<file path="config.mk">
export PLATFORM = sky130hd
export DESIGN_NAME = simplez_bus_cpu_flat
export DESIGN_NICKNAME = d
export VERILOG_FILES = /design/src/rtl/simplez_bus_cpu_pkg.sv /design/src/rtl/simplez_bus_cpu_if.sv /design/src/rtl/simplez_wait_timer.sv /design/src/rtl/simplez_bus_cpu.sv /design/src/flat_wrapper.sv
export SDC_FILE = /design/constraint.sdc
export NUM_CORES = 1
export LEC_CHECK = 0
export CAP_MARGIN = 0
export CORE_MARGIN = 10
export CORE_UTILIZATION = 55
export CTS_CLUSTER_DIAMETER = 200
export CTS_CLUSTER_SIZE = 12
export DETAILED_ROUTE_END_ITERATION = 8
export PLACE_DENSITY = 0.8
export SYNTH_ARGS = -nofsm -noshare
export SYNTH_HDL_FRONTEND = slang
export SYNTH_SLANG_ARGS = --single-unit
</file>
<file path="constraint.sdc">
create_clock -name clk -period 3.45 [get_ports clk]
set_input_delay 0.69 -clock clk [delete_from_list [all_inputs] [get_ports clk]]
set_output_delay 0.69 -clock clk [all_outputs]
set_load 0.02 [all_outputs]
</file>
<file path="src/rtl/simplez_bus_cpu_pkg.sv">
// Shared opcode, EXT sub-opcode and FSM state encodings for the bus-attached Simplez core.
package simplez_bus_cpu_pkg;

  typedef enum logic [2:0] {
    OpSt  = 3'd0,
    OpLd  = 3'd1,
    OpAdd = 3'd2,
    OpBr  = 3'd3,
    OpBz  = 3'd4,
    OpClr = 3'd5,
    OpDec = 3'd6,
    OpExt = 3'd7
  } opcode_e;

  localparam logic [3:0] CoeHalt = 4'hE;
  localparam logic [3:0] CoeWait = 4'hF;

  typedef enum logic [2:0] {
    StIdle    = 3'd0,
    StFetch   = 3'd1,
    StExec    = 3'd2,
    StMem     = 3'd3,
    StWaiting = 3'd4,
    StHalted  = 3'd5
  } state_e;

  // Instruction/data word: 3 opcode bits on top of an AW-bit operand.
  function automatic int unsigned dw_of(input int unsigned aw);
    return aw + 3;
  endfunction

endpackage

</file>
<file path="src/rtl/simplez_bus_cpu_if.sv">
// Generic req/ack bus between the Simplez core (master) and memory/peripheral slaves.
interface simplez_bus_cpu_if
  import simplez_bus_cpu_pkg::*;
#(
  parameter int unsigned AW = 9
) ();
  localparam int unsigned DW = dw_of(AW);

  logic          bus_req;
  logic          bus_we;
  logic [AW-1:0] bus_addr;
  logic [DW-1:0] bus_wdata;
  logic [DW-1:0] bus_rdata;
  logic          bus_ack;

  modport master (
    output bus_req,
    output bus_we,
    output bus_addr,
    output bus_wdata,
    input  bus_rdata,
    input  bus_ack
  );

  modport slave (
    input  bus_req,
    input  bus_we,
    input  bus_addr,
    input  bus_wdata,
    output bus_rdata,
    output bus_ack
  );

endinterface

</file>
<file path="src/rtl/simplez_wait_timer.sv">
// Down-counter for the WAIT instruction: start loads WAIT_DELAY, done pulses in the last cycle.
module simplez_wait_timer #(
  parameter int unsigned WAIT_DELAY = 2400000
) (
  input  logic clk,
  input  logic rstn,
  input  logic start,
  output logic done
);
  localparam int unsigned CW = $clog2(WAIT_DELAY + 1);
  localparam logic [CW-1:0] LoadVal = CW'(WAIT_DELAY);

  logic [CW-1:0] cnt_q;

  always_ff @(posedge clk) begin
    if (!rstn) begin
      cnt_q <= '0;
    end else if (start) begin
      cnt_q <= LoadVal;
    end else if (cnt_q != '0) begin
      cnt_q <= cnt_q - 1'b1;
    end
  end

  // Counter visits WAIT_DELAY..1, so the caller spends exactly WAIT_DELAY cycles waiting.
  assign done = (cnt_q == CW'(1));

endmodule

</file>
<file path="src/rtl/simplez_bus_cpu.sv">
// Simplez core with the data/program memory on an external req/ack bus, single-step and debug taps.
module simplez_bus_cpu
  import simplez_bus_cpu_pkg::*;
#(
  parameter int unsigned   AW         = 9,
  parameter logic [AW-1:0] RESET_PC   = '0,
  parameter int unsigned   WAIT_DELAY = 2400000
) (
  input  logic                  clk,
  input  logic                  rstn,
  input  logic                  step_en,
  simplez_bus_cpu_if.master     bus,
  output logic                  halted,
  output logic [AW-1:0]         dbg_pc,
  output logic [dw_of(AW)-1:0]  dbg_a
);
  localparam int unsigned DW = dw_of(AW);

  state_e        state_q;
  logic [AW-1:0] pc_q;
  logic [DW-1:0] ri_q;
  logic [DW-1:0] a_q;
  logic          z_q;
  logic          halted_q;
  logic          req_q;
  logic          we_q;
  logic [AW-1:0] addr_q;

  opcode_e       co;
  logic [3:0]    coe;
  logic [AW-1:0] cd;
  logic [DW-1:0] add_res;
  logic [DW-1:0] dec_res;
  logic          wait_start;
  logic          wait_done;

  assign co      = opcode_e'(ri_q[DW-1 -: 3]);
  assign coe     = ri_q[DW-1 -: 4];
  assign cd      = ri_q[AW-1:0];
  assign add_res = a_q + bus.bus_rdata;
  assign dec_res = a_q - DW'(1);

  assign wait_start = (state_q == StExec) && (co == OpExt) && (coe == CoeWait);

  simplez_wait_timer #(
    .WAIT_DELAY (WAIT_DELAY)
  ) u_wait_timer (
    .clk   (clk),
    .rstn  (rstn),
    .start (wait_start),
    .done  (wait_done)
  );

  always_ff @(posedge clk) begin
    if (!rstn) begin
      state_q  <= StIdle;
      pc_q     <= RESET_PC;
      ri_q     <= '0;
      a_q      <= '0;
      z_q      <= 1'b0;
      halted_q <= 1'b0;
      req_q    <= 1'b0;
      we_q     <= 1'b0;
      addr_q   <= '0;
    end else begin
      unique case (state_q)
        StIdle: begin
          if (step_en) begin
            state_q <= StFetch;
            req_q   <= 1'b1;
            we_q    <= 1'b0;
            addr_q  <= pc_q;
          end
        end
        StFetch: begin
          if (bus.bus_ack) begin
            ri_q    <= bus.bus_rdata;
            pc_q    <= pc_q + 1'b1;
            req_q   <= 1'b0;
            state_q <= StExec;
          end
        end
        StExec: begin
          state_q <= StIdle;
          case (co)
            OpSt, OpLd, OpAdd: begin
              req_q   <= 1'b1;
              we_q    <= (co == OpSt);
              addr_q  <= cd;
              state_q <= StMem;
            end
            OpBr: pc_q <= cd;
            OpBz: if (z_q) pc_q <= cd;
            OpClr: begin
              a_q <= '0;
              z_q <= 1'b1;
            end
            OpDec: begin
              a_q <= dec_res;
              z_q <= (dec_res == '0);
            end
            OpExt: begin
              if (coe == CoeHalt) begin
                halted_q <= 1'b1;
                state_q  <= StHalted;
              end else if (coe == CoeWait) begin
                state_q <= StWaiting;
              end
            end
          endcase
        end
        StMem: begin
          if (bus.bus_ack) begin
            req_q   <= 1'b0;
            we_q    <= 1'b0;
            state_q <= StIdle;
            if (co == OpLd) begin
              a_q <= bus.bus_rdata;
              z_q <= (bus.bus_rdata == '0);
            end else if (co == OpAdd) begin
              a_q <= add_res;
              z_q <= (add_res == '0);
            end
          end
        end
        StWaiting: begin
          if (wait_done) state_q <= StIdle;
        end
        StHalted: ;
        default: state_q <= StIdle;
      endcase
    end
  end

  assign bus.bus_req   = req_q;
  assign bus.bus_we    = we_q;
  assign bus.bus_addr  = addr_q;
  assign bus.bus_wdata = a_q;

  assign halted = halted_q;
  assign dbg_pc = pc_q;
  assign dbg_a  = a_q;

endmodule
</file>
<file path="src/flat_wrapper.sv">
// flat-port wrapper written by rule: the top's interface ports become plain ports
module simplez_bus_cpu_flat import simplez_bus_cpu_pkg::*;
#(
  parameter int unsigned   AW         = 9,
  parameter logic [AW-1:0] RESET_PC   = '0,
  parameter int unsigned   WAIT_DELAY = 2400000
)
  (clk, rstn, step_en, halted, dbg_pc, dbg_a, bus_bus_req, bus_bus_we, bus_bus_addr, bus_bus_wdata, bus_bus_rdata, bus_bus_ack);
  simplez_bus_cpu_if #(.AW(AW)) bus_i ();
  input  logic clk;
  input  logic rstn;
  input  logic step_en;
  output logic halted;
  output logic [AW-1:0] dbg_pc;
  output logic [dw_of(AW)-1:0] dbg_a;
  output wire logic [$bits(bus_i.bus_req)-1:0] bus_bus_req;
  output wire logic [$bits(bus_i.bus_we)-1:0] bus_bus_we;
  output wire logic [$bits(bus_i.bus_addr)-1:0] bus_bus_addr;
  output wire logic [$bits(bus_i.bus_wdata)-1:0] bus_bus_wdata;
  input wire logic [$bits(bus_i.bus_rdata)-1:0] bus_bus_rdata;
  input wire logic [$bits(bus_i.bus_ack)-1:0] bus_bus_ack;
  assign bus_bus_req = bus_i.bus_req;
  assign bus_bus_we = bus_i.bus_we;
  assign bus_bus_addr = bus_i.bus_addr;
  assign bus_bus_wdata = bus_i.bus_wdata;
  assign bus_i.bus_rdata = bus_bus_rdata;
  assign bus_i.bus_ack = bus_bus_ack;
  simplez_bus_cpu #(.AW(AW), .RESET_PC(RESET_PC), .WAIT_DELAY(WAIT_DELAY)) u_core (.clk(clk), .rstn(rstn), .step_en(step_en), .bus(bus_i), .halted(halted), .dbg_pc(dbg_pc), .dbg_a(dbg_a));
endmodule
</file>
==> flow_summary.json, run 1 <==
{
  "grt_max_degree": 27,
  "tightestPinTransition_ps": 1260,
  "area_delta_synth_final_pct": 17.9,
  "max_slew_margin_pct": 16.0,
  "synth.most_common_cell": "nand2_1",
  "worst_slack_ps": 230,
  "synth_cell_type_count": 62,
  "cts.clk_slew.worst_paths_ps": 70,
  "wl_per_cell_microns": 16.7,
  "holdPathEnd": "u_core.ri_q[4]$_SDFFE_PN0P_",
  "min_path_cells": 2,
  "clkSinkCount": 71,
  "rsz0062_at_grt": "false",
  "endpoint_kind": "flip-flop",
  "syn_inst": 580,
  "syn_nets": 613,
  "ff2ff_setup_slack_ps": 560,
  "worstRegToRegCells": 9,
  "ctsResizeCount": 0,
  "core_area_sq_mm": 0.00785,
  "dieArea_sq_mm": 0.0122,
  "hold_path.class": "flip-flop to flip-flop",
  "hold_buffers": 0,
  "cp.required_ps": 3680,
  "num_io_pins": 61,
  "cts_tree": "done",
  "holdCritStartpoint": "u_core.ri_q[4]$_SDFFE_PN0P_",
  "first_iter_violations": 258,
  "critical_path_class": "input port to flip-flop",
  "pre_cts_ws_ps": -15.4,
  "fp-row-count": 32,
  "gp_congestion": 0.912,
  "post-route-min-period_ps": 3220,
  "overflow": 0,
  "seqCellArea_sq_mm": 0.00142,
  "synth-edff-count": 0,
  "hpwl_microns": 9150,
  "start_kind": "input port",
  "route.detailed.drc": 0,
  "cts.path.max_buffers": 2,
  "dr_total_vias": 4452,
  "irDropWorstVdd_mv": 0.608,
  "status": "complete, no violations",
  "timing.fmax_mhz": 311,
  "cts-root-buf": "clkbuf_8",
  "antenna_found_initial": 0,
  "grt_use_total_pct": 19.9,
  "slew_violations": 0,
  "synth_warnings": 0,
  "ys_ff_latch": 71,
  "synth_common_cells": "nand2_1 (78), dfxtp_1 (71), nor2_1 (61), a21oi_1 (51), o21ai_0 (30)",
  "finClkSkew_ps": 7.31,
  "cts_buffers": 9,
  "first_pass_iters": 5,
  "yosysSeqAreaShare_pct": 31.6,
  "async_reset_ff_share_pct": 0,
  "multi_input_area_sq_mm": 0.00285,
  "setup_viol_count_final": 0,
  "chipHeight_microns": 110,
  "drive_gt1_share_pct": 6.37,
  "r2r-end": "u_core.z_q$_SDFFE_PN0P_",
  "ant_nets": 0,
  "start_util_pct": 57.3,
  "syn_area_sq_mm": 0.00449,
  "grt_pass1_vias": 4186,
  "yosysTopAreaCell": "dfxtp_1",
  "synth_top_area_share_pct": 31.6,
  "die_x_microns": 110,
  "timing.rr.start": "u_core.bus.bus_wdata[1]$_SDFFE_PN0P_",
  "netlist_top_cells_area": "dfxtp_1 (32%), nand2_1 (6.5%), a21oi_1 (5.7%)",
  "worst-endpoint-arrival_ps": 3450,
  "p_per_area_mw_per_mm2": 634,
  "fill_cells": 685,
  "avgSynthCellArea_sq_um": 7.75,
  "ys.flop_type": "dfxtp_1",
  "hold_viol": 0,
  "post-cts-setup-buffers": 0,
  "viasPerCell": 6.10,
  "p_leak_nw": 2.11,
  "nets": 657,
  "port_buffers": 60,
  "routed_wl_microns": 12200,
  "crit_fanout": 3,
  "htreeDepth": 3,
  "clk-insertion-delay-late_ps": 340,
  "antenna_cells": 0,
  "layout_worst_path_cycle_share_pct": 93.3,
  "grt_pass1_wl_microns": 19800,
  "drv_cap": 0,
  "final_util_pct": 67.5
}
-- worst max-delay path, cell delays in order --
cell	delay, ps
clkdlybuf4s50_1	440
ha_1	250
fa_1	390
a211oi_1	300
o21ai_0	230
a21o_1	220
a221oi_1	390
nor3_1	100
and3_1	160
o311a_1	270
-- flip-flops by register name, summed over array words and instances (netlist names) --
signal                     count
u_core.dbg_pc                  9
u_core.u_wait_timer.cnt_q     22
u_core.bus.bus_addr            9
u_core.z_q                     1
u_core.bus.bus_wdata          12
u_core.state_q                 3
u_core.bus.bus_we              1
u_core.halted                  1
u_core.ri_q                   12
u_core.bus.bus_req             1
-- kinds of logic (layout without fill, tap and decap cells) --
family | count (synthesis) | in the layout | share of synthesized area [%]
simple gates | 253 | 253 | 28.6
compound gates | 151 | 151 | 21.8
flops | 71 | 71 | 31.6
buf+inv | 49 | 97 | 5.15
xor+xnor | 28 | 28 | 5.46
fa+ha+maj | 17 | 17 | 4.90
mux | 11 | 11 | 2.45
-- layout make-up --
type                       instances  area share, %
inverter                          11          0.779
tap                              102           2.41
sequential                        71           26.8
timing repair buffer              71           12.9
clock buffer                      15           3.33
multi-input combinational        460           53.8
-- layout by cell type (no fill, tap or decap), types with 6 or more instances in the layout --
| master | netlist | routed |
|---|---|---|
| nand3_1 | 22 | 22 |
| a21o_1 | 7 | 7 |
| nor2_1 | 61 | 61 |
| a211oi_1 | 8 | 8 |
| nand2b_1 | 7 | 7 |
| xnor2_1 | 18 | 18 |
| nor3_1 | 18 | 18 |
| a21oi_1 | 51 | 51 |
| clkbuf_8 | 0 | 12 |
| ha_1 | 16 | 16 |
| o211a_1 | 13 | 13 |
| dfxtp_1 | 71 | 71 |
| inv_1 | 10 | 10 |
| mux2i_1 | 11 | 11 |
| buf_4 | 12 | 11 |
| nor4_1 | 8 | 8 |
| clkdlybuf4s50_1 | 0 | 60 |
| nand2_1 | 78 | 78 |
| xor2_1 | 10 | 10 |
| o21ai_0 | 30 | 30 |
| and2_1 | 6 | 6 |
| nand3b_1 | 10 | 10 |
| nor2b_1 | 8 | 8 |
| and3_1 | 7 | 7 |
| a31oi_1 | 6 | 6 |
| nand4_1 | 6 | 6 |
-- worst max path at each step --
| stage | startpoint | end | slack [ps] | depth (start not counted) |
|---|---|---|---|---|
| floorplan | bus_bus_rdata[0] | u_core.z_q$_SDFFE_PN0P_ | 640 | 9 |
| global placement | bus_bus_rdata[0] | u_core.z_q$_SDFFE_PN0P_ | 50 | 10 |
| detailed placement | bus_bus_rdata[0] | u_core.z_q$_SDFFE_PN0P_ | -20 | 10 |
| CTS | bus_bus_rdata[0] | u_core.z_q$_SDFFE_PN0P_ | 320 | 10 |
| global route | bus_bus_rdata[0] | u_core.z_q$_SDFFE_PN0P_ | 120 | 10 |
| finish | bus_bus_rdata[0] | u_core.z_q$_SDFFE_PN0P_ | 230 | 10 |
-- power breakdown --
part	leakage, nW	switching (mW)	internal [mW]
sequential	0.578	0.218	1.02
clock	0.0898	0.278	0.317
combinational	1.44	0.851	0.673
total	2.11	1.35	2.01
-- metrics by stage --
stage          std cells  hold WS [ps]  TNS (ps)  power [mW]  area, sq um
2_1_floorplan        580           432         0        2.37         4490
3_3_place_gp         715           448         0        2.71         5120
3_5_place_dp         715           447     -15.4        2.77         5120
4_1_cts              730           458         0        3.38         5300
5_1_grt              730           476         0        3.60         5300
6_report             730           457         0        3.36         5300
-- per-layer routing --
metal | GRT usage, % | vias up | wire [microns]
met2 | 34.3 | 173 | 6030
met1 | 24.1 | 2079 | 5030
met5 | 0 | - | 0
li1 | - | 2173 | -
met3 | 4.24 | 27 | 887
met4 | 6.15 | 0 | 250
(Power assumes the default switching activity.)
==> run 2, diff against run 1 <==
Settings changed: CORE_MARGIN 10 to unset.
==> run 2 against run 1 <==
- sequential share of layout area hardly changed
- cell area about the same
- wire length fell by 5.3%
- via count down 1.3%
- non-clock buffer count decreased by 1
- global-route usage grew 7.9 points
- core utilization is 0.41 points higher
- worst hold slack improved by 0.94 ps
- setup slack better by 4.7 ps
==> flow_summary.json, run 2 (synthesized netlist as in run 1, its figures left out) <==
{
  "status": "complete, no violations",
  "grt_use_total_pct": 27.7,
  "rsz0062_at_grt": "false",
  "min_path_cells": 2,
  "final_util_pct": 67.9,
  "p_per_area_mw_per_mm2": 643,
  "hold_viol": 0,
  "start_util_pct": 57.6,
  "worst_slack_ps": 234,
  "nets": 656,
  "gp_congestion": 0.898,
  "multi_input_area_sq_mm": 0.00285,
  "hold-worst-slack_ps": 458,
  "finClkSkew_ps": 11.4,
  "p_total_mw": 3.41,
  "fill_cells": 683,
  "holdCritStartpoint": "u_core.ri_q[4]$_SDFFE_PN0P_",
  "crit_fanout": 3,
  "dieArea_sq_mm": 0.00854,
  "hold_buffers": 0,
  "cts-root-buf": "clkbuf_8",
  "largest_reg_flops": 22,
  "layout_common_cells": "nand2_1 (78), dfxtp_1 (71), nor2_1 (61), clkdlybuf4s50_1 (60), a21oi_1 (51)",
  "pre_cts_ws_ps": -57.1,
  "route.detailed.drc": 0,
  "htreeDepth": 3,
  "cts_buffers": 9,
  "core_area_sq_mm": 0.00781,
  "placedCellCount": 713,
  "cts_tree": "done",
  "start_kind": "input port",
  "tightestPinTransition_ps": 595,
  "worstRegToRegCells": 9,
  "post-route-min-period_ps": 3220,
  "layout_commonest_cell": "nand2_1",
  "overflow": 0,
  "clkSinkCount": 71,
  "num_io_pins": 61,
  "layout_worst_path_cycle_share_pct": 93.2,
  "critical_path_class": "input port to flip-flop",
  "irDropWorstVdd_mv": 0.591,
  "largest-register": "u_core.u_wait_timer.cnt_q",
  "ff2ff_setup_slack_ps": 600,
  "endpoint_kind": "flip-flop",
  "ant_nets": 0,
  "viasPerCell": 6.02,
  "setup_viol_count_final": 0,
  "hold_path.class": "flip-flop to flip-flop",
  "grt_pass1_wl_microns": 18800,
  "clk-insertion-delay-late_ps": 350,
  "area_delta_synth_final_pct": 18.0,
  "routed_wl_microns": 11600,
  "grt_max_degree": 29,
  "dpl_cell_area_sq_mm": 0.00511,
  "drv_cap": 0,
  "timing.rr.start": "u_core.bus.bus_wdata[0]$_SDFFE_PN0P_",
  "cts.clk_slew.worst_paths_ps": 70,
  "post-cts-setup-buffers": 0,
  "chipHeight_microns": 92.4,
  "r2r-end": "u_core.z_q$_SDFFE_PN0P_",
  "setup-tns-final_ps": 0,
  "instances_no_fill": 730,
  "hpwl_microns": 8430,
  "fp-row-count": 32,
  "cp.required_ps": 3690,
  "cts.path.max_buffers": 2,
  "first_iter_violations": 266,
  "max_slew_margin_pct": 60.2,
  "wl_per_cell_microns": 15.8,
  "p_leak_nw": 2.11,
  "ctsResizeCount": 0,
  "timing.fmax_mhz": 311,
  "port_buffers": 60,
  "drive_gt1_share_pct": 6.69,
  "seqCellArea_sq_mm": 0.00142,
  "antenna_cells": 0,
  "fin_area_sq_mm": 0.00530,
  "grt_pass1_vias": 3926,
  "dr_total_vias": 4395,
  "slew_violations": 0,
  "antenna_found_initial": 0,
  "holdPathEnd": "u_core.ri_q[4]$_SDFFE_PN0P_",
  "first_pass_iters": 5,
  "worst-endpoint-arrival_ps": 3450,
  "die_x_microns": 92.4
}
[run 2: changes by cell type in the layout (fill, tap and decap cells not counted)]
cell,before,now
clkinvlp_4,0,1
bufinv_16,0,1
buf_4,11,10
clkbuf_1,3,1
clkbuf_8,12,9
clkinv_2,0,3
clkinv_4,0,1
[run 2: layout make-up]
class                           instances  area share, %
Clock buffer                           10           2.41
Clock inverter                          6           1.16
Inverter                               11          0.779
Multi-Input combinational cell        460           53.7
Sequential cell                        71           26.8
Tap cell                              102           2.41
Timing Repair Buffer                   70           12.7
[run 2: how the worst max path moves through the flow]
stage,from,endpoint,slack (ps),cells after the start
6_report,bus_bus_rdata[0],u_core.z_q$_SDFFE_PN0P_,230,10
3_5_place_dp,bus_bus_rdata[0],u_core.z_q$_SDFFE_PN0P_,-60,10
3_3_place_gp,bus_bus_rdata[0],u_core.z_q$_SDFFE_PN0P_,10,10
5_1_grt,bus_bus_rdata[0],u_core.z_q$_SDFFE_PN0P_,130,10
4_1_cts,bus_bus_rdata[0],u_core.z_q$_SDFFE_PN0P_,290,10
2_1_floorplan,bus_bus_rdata[0],u_core.z_q$_SDFFE_PN0P_,640,9
[run 2: worst max-delay path: stages]
cell             delay, ps
clkdlybuf4s50_1        440
ha_1                   240
fa_1                   430
a211oi_1               320
o21ai_0                220
a21o_1                 220
a221oi_1               360
nor3_1                  90
and3_1                 160
o311a_1                280
[run 2: where the power goes]
| part | total, mW | internal (mW) | switching [mW] |
|---|---|---|---|
| clock network | 0.649 | 0.331 | 0.317 |
| registers | 1.24 | 1.02 | 0.220 |
| logic | 1.52 | 0.673 | 0.846 |
| total | 3.41 | 2.03 | 1.38 |
[run 2: metal layers]
| layer | wire [microns] | share of wire [%] | vias up | global-route usage [%] |
|---|---|---|---|---|
| li1 | - | - | 2171 | - |
| met1 | 5060 | 44 | 2053 | 34.6 |
| met2 | 5610 | 49 | 150 | 47.0 |
| met3 | 629 | 5.4 | 21 | 5.75 |
| met4 | 256 | 2.2 | 0 | 10.0 |
| met5 | 0 | 0 | - | 0 |
==> run 3, diff against run 2 <==
Settings changed: GPL_ROUTABILITY_DRIVEN set to 0, MAX_ROUTING_LAYER set to met4, REMOVE_ABC_BUFFERS set to 1.
==> run 3 against run 2 <==
- combinational power barely moved
- cell area fell by 0.35%
- worst hold slack got worse by 1.1 ps
- clock skew fell by 5.3 ps
- sequential power barely moved
- largest power group unchanged
==> flow_summary.json, run 3 (synthesized netlist as in run 1, its figures left out) <==
{
  "grt_pass1_wl_microns": 19000,
  "routed_wl_microns": 11300,
  "cp_slowest_cell": "clkdlybuf4s50_1",
  "hold_path.class": "flip-flop to flip-flop",
  "clk-insertion-delay-late_ps": 340,
  "start_util_pct": 57.6,
  "internal_power_mw": 2.00,
  "dieArea_sq_mm": 0.00854,
  "p_total_mw": 3.34,
  "hpwl_microns": 8300,
  "fill_cells": 712,
  "placedCellCount": 714,
  "port_buffers": 60,
  "p_per_area_mw_per_mm2": 631,
  "cts.path.max_buffers": 2,
  "slowest_delay_ps": 430,
  "irDropWorstVdd_mv": 0.583,
  "cp.required_ps": 3680,
  "p_leak_nw": 2.10,
  "worst-endpoint-arrival_ps": 3390,
  "post-route-min-period_ps": 3160,
  "core_area_sq_mm": 0.00781,
  "chipHeight_microns": 92.4,
  "pre_cts_ws_ps": -3.49,
  "layout_commonest_cell": "nand2_1",
  "fp-row-count": 32,
  "switching_share_pct": 40.1,
  "layout_worst_path_cycle_share_pct": 91.7,
  "rsz0062_at_grt": "false",
  "cp_cell_sequence": "clkdlybuf4s50_1, ha_1, fa_1, a211oi_1, o21ai_0, a21o_1, a221oi_1, nor3_1, and3_1, o311a_1",
  "worst_slack_ps": 287,
  "dpl_cell_area_sq_mm": 0.00511,
  "slew_violations": 0,
  "grt_max_degree": 35,
  "clkSinkCount": 71,
  "nets": 656,
  "grt_use_total_pct": 28.4,
  "hold-worst-slack_ps": 457,
  "route.detailed.drc": 0,
  "largest-register": "u_core.u_wait_timer.cnt_q",
  "start_kind": "input port",
  "largest_reg_flops": 22,
  "die_x_microns": 92.4,
  "power.share.combinational_pct": 45.2,
  "cp.buffers_inverters": 1,
  "ctsResizeCount": 0,
  "drv_cap": 0,
  "first_iter_violations": 282,
  "cts_buffers": 9,
  "fin_area_sq_mm": 0.00528,
  "critical_path_class": "input port to flip-flop",
  "area_delta_synth_final_pct": 17.6,
  "dr_total_vias": 4380,
  "hold_buffers": 0,
  "wl_per_cell_microns": 15.5,
  "instances_no_fill": 727,
  "ant_nets": 0,
  "grt_pass1_vias": 4016,
  "p_seq_share_pct": 37.1,
  "endpoint_kind": "flip-flop",
  "overflow": 0,
  "path_delay_family": "compound AO/OA/AOI/OAI gates",
  "setup-tns-final_ps": 0,
  "hold_viol": 0,
  "tightestPinTransition_ps": 1190,
  "cts-root-buf": "clkbuf_8",
  "crit_fanout": 3,
  "setup_viol_count_final": 0,
  "layout_common_cells": "nand2_1 (78), dfxtp_1 (71), nor2_1 (61), clkdlybuf4s50_1 (60), a21oi_1 (51)",
  "switchingPower_mw": 1.34,
  "cts_tree": "done",
  "status": "complete, no violations",
  "post-cts-setup-buffers": 0,
  "antenna_cells": 0,
  "max_slew_margin_pct": 20.4,
  "htreeDepth": 3,
  "cts.clk_slew.worst_paths_ps": 70,
  "first_pass_iters": 5,
  "pwr-share-clk_pct": 17.7,
  "finClkSkew_ps": 6.05,
  "antenna_found_initial": 0,
  "viasPerCell": 6.02,
  "drive_gt1_share_pct": 6.40,
  "num_io_pins": 61,
  "final_util_pct": 67.7,
  "timing.fmax_mhz": 316
}
==> run 3: cell count changes in the layout (fill, tap and decap cells not counted), sizes merged <==
cell and delta:
clkinvlp -1, clkinv -3, clkbuf +2, bufinv -1
==> run 3: layout make-up <==
| cell class | instances | area [sq um] | share of cell area [%] |
|---|---|---|---|
| Sequential cell | 71 | 1420 | 26.9 |
| Clock inverter | 1 | 5.00 | 0.0947 |
| Tap cell | 102 | 128 | 2.42 |
| Timing Repair Buffer | 70 | 676 | 12.8 |
| Clock buffer | 12 | 165 | 3.13 |
| Inverter | 11 | 41.3 | 0.781 |
| Multi-Input combinational cell | 460 | 2850 | 53.9 |
==> run 3: path summary, 6_finish.rpt <==
check,from,endpoint,slack (ps),cells after the start
hold / removal,u_core.ri_q[3]$_SDFFE_PN0P_,u_core.ri_q[3]$_SDFFE_PN0P_,460,2
hold reg to reg,u_core.ri_q[3]$_SDFFE_PN0P_,u_core.ri_q[3]$_SDFFE_PN0P_,460,2
setup / recovery,bus_bus_rdata[0],u_core.z_q$_SDFFE_PN0P_,290,10
setup reg to reg,u_core.bus.bus_wdata[1]$_SDFFE_PN0P_,u_core.z_q$_SDFFE_PN0P_,520,9
==> run 3: power by group through the flow <==
stage / Combinational (mW) / Sequential (mW) / Clock, mW
after floorplan: 1.06 / 1.28 / 0
after global placement: 1.47 / 1.24 / 0
after detailed placement: 1.51 / 1.25 / 0
after CTS: 1.52 / 1.24 / 0.604
after global routing: 1.69 / 1.27 / 0.647
final: 1.51 / 1.24 / 0.590
==> run 3: layer usage <==
| layer | global-route usage (%) | up-vias | wire length (microns) |
|---|---|---|---|
| li1 | - | 2166 | - |
| met2 | 45.9 | 138 | 5520 |
| met1 | 35.0 | 2046 | 4910 |
| met3 | 6.08 | 30 | 584 |
| met4 | 10.0 | 0 | 260 |
| met5 | - | - | 0 |
==> run 3: worst register-to-register path: cells and delay by family, from the launching register on <==
kind	cells	cell delay (ps)
compound gates	2	360
flops	1	400
xor+xnor	1	100
buf+inv	1	120
fa+ha+maj	1	320
simple gates	4	1560
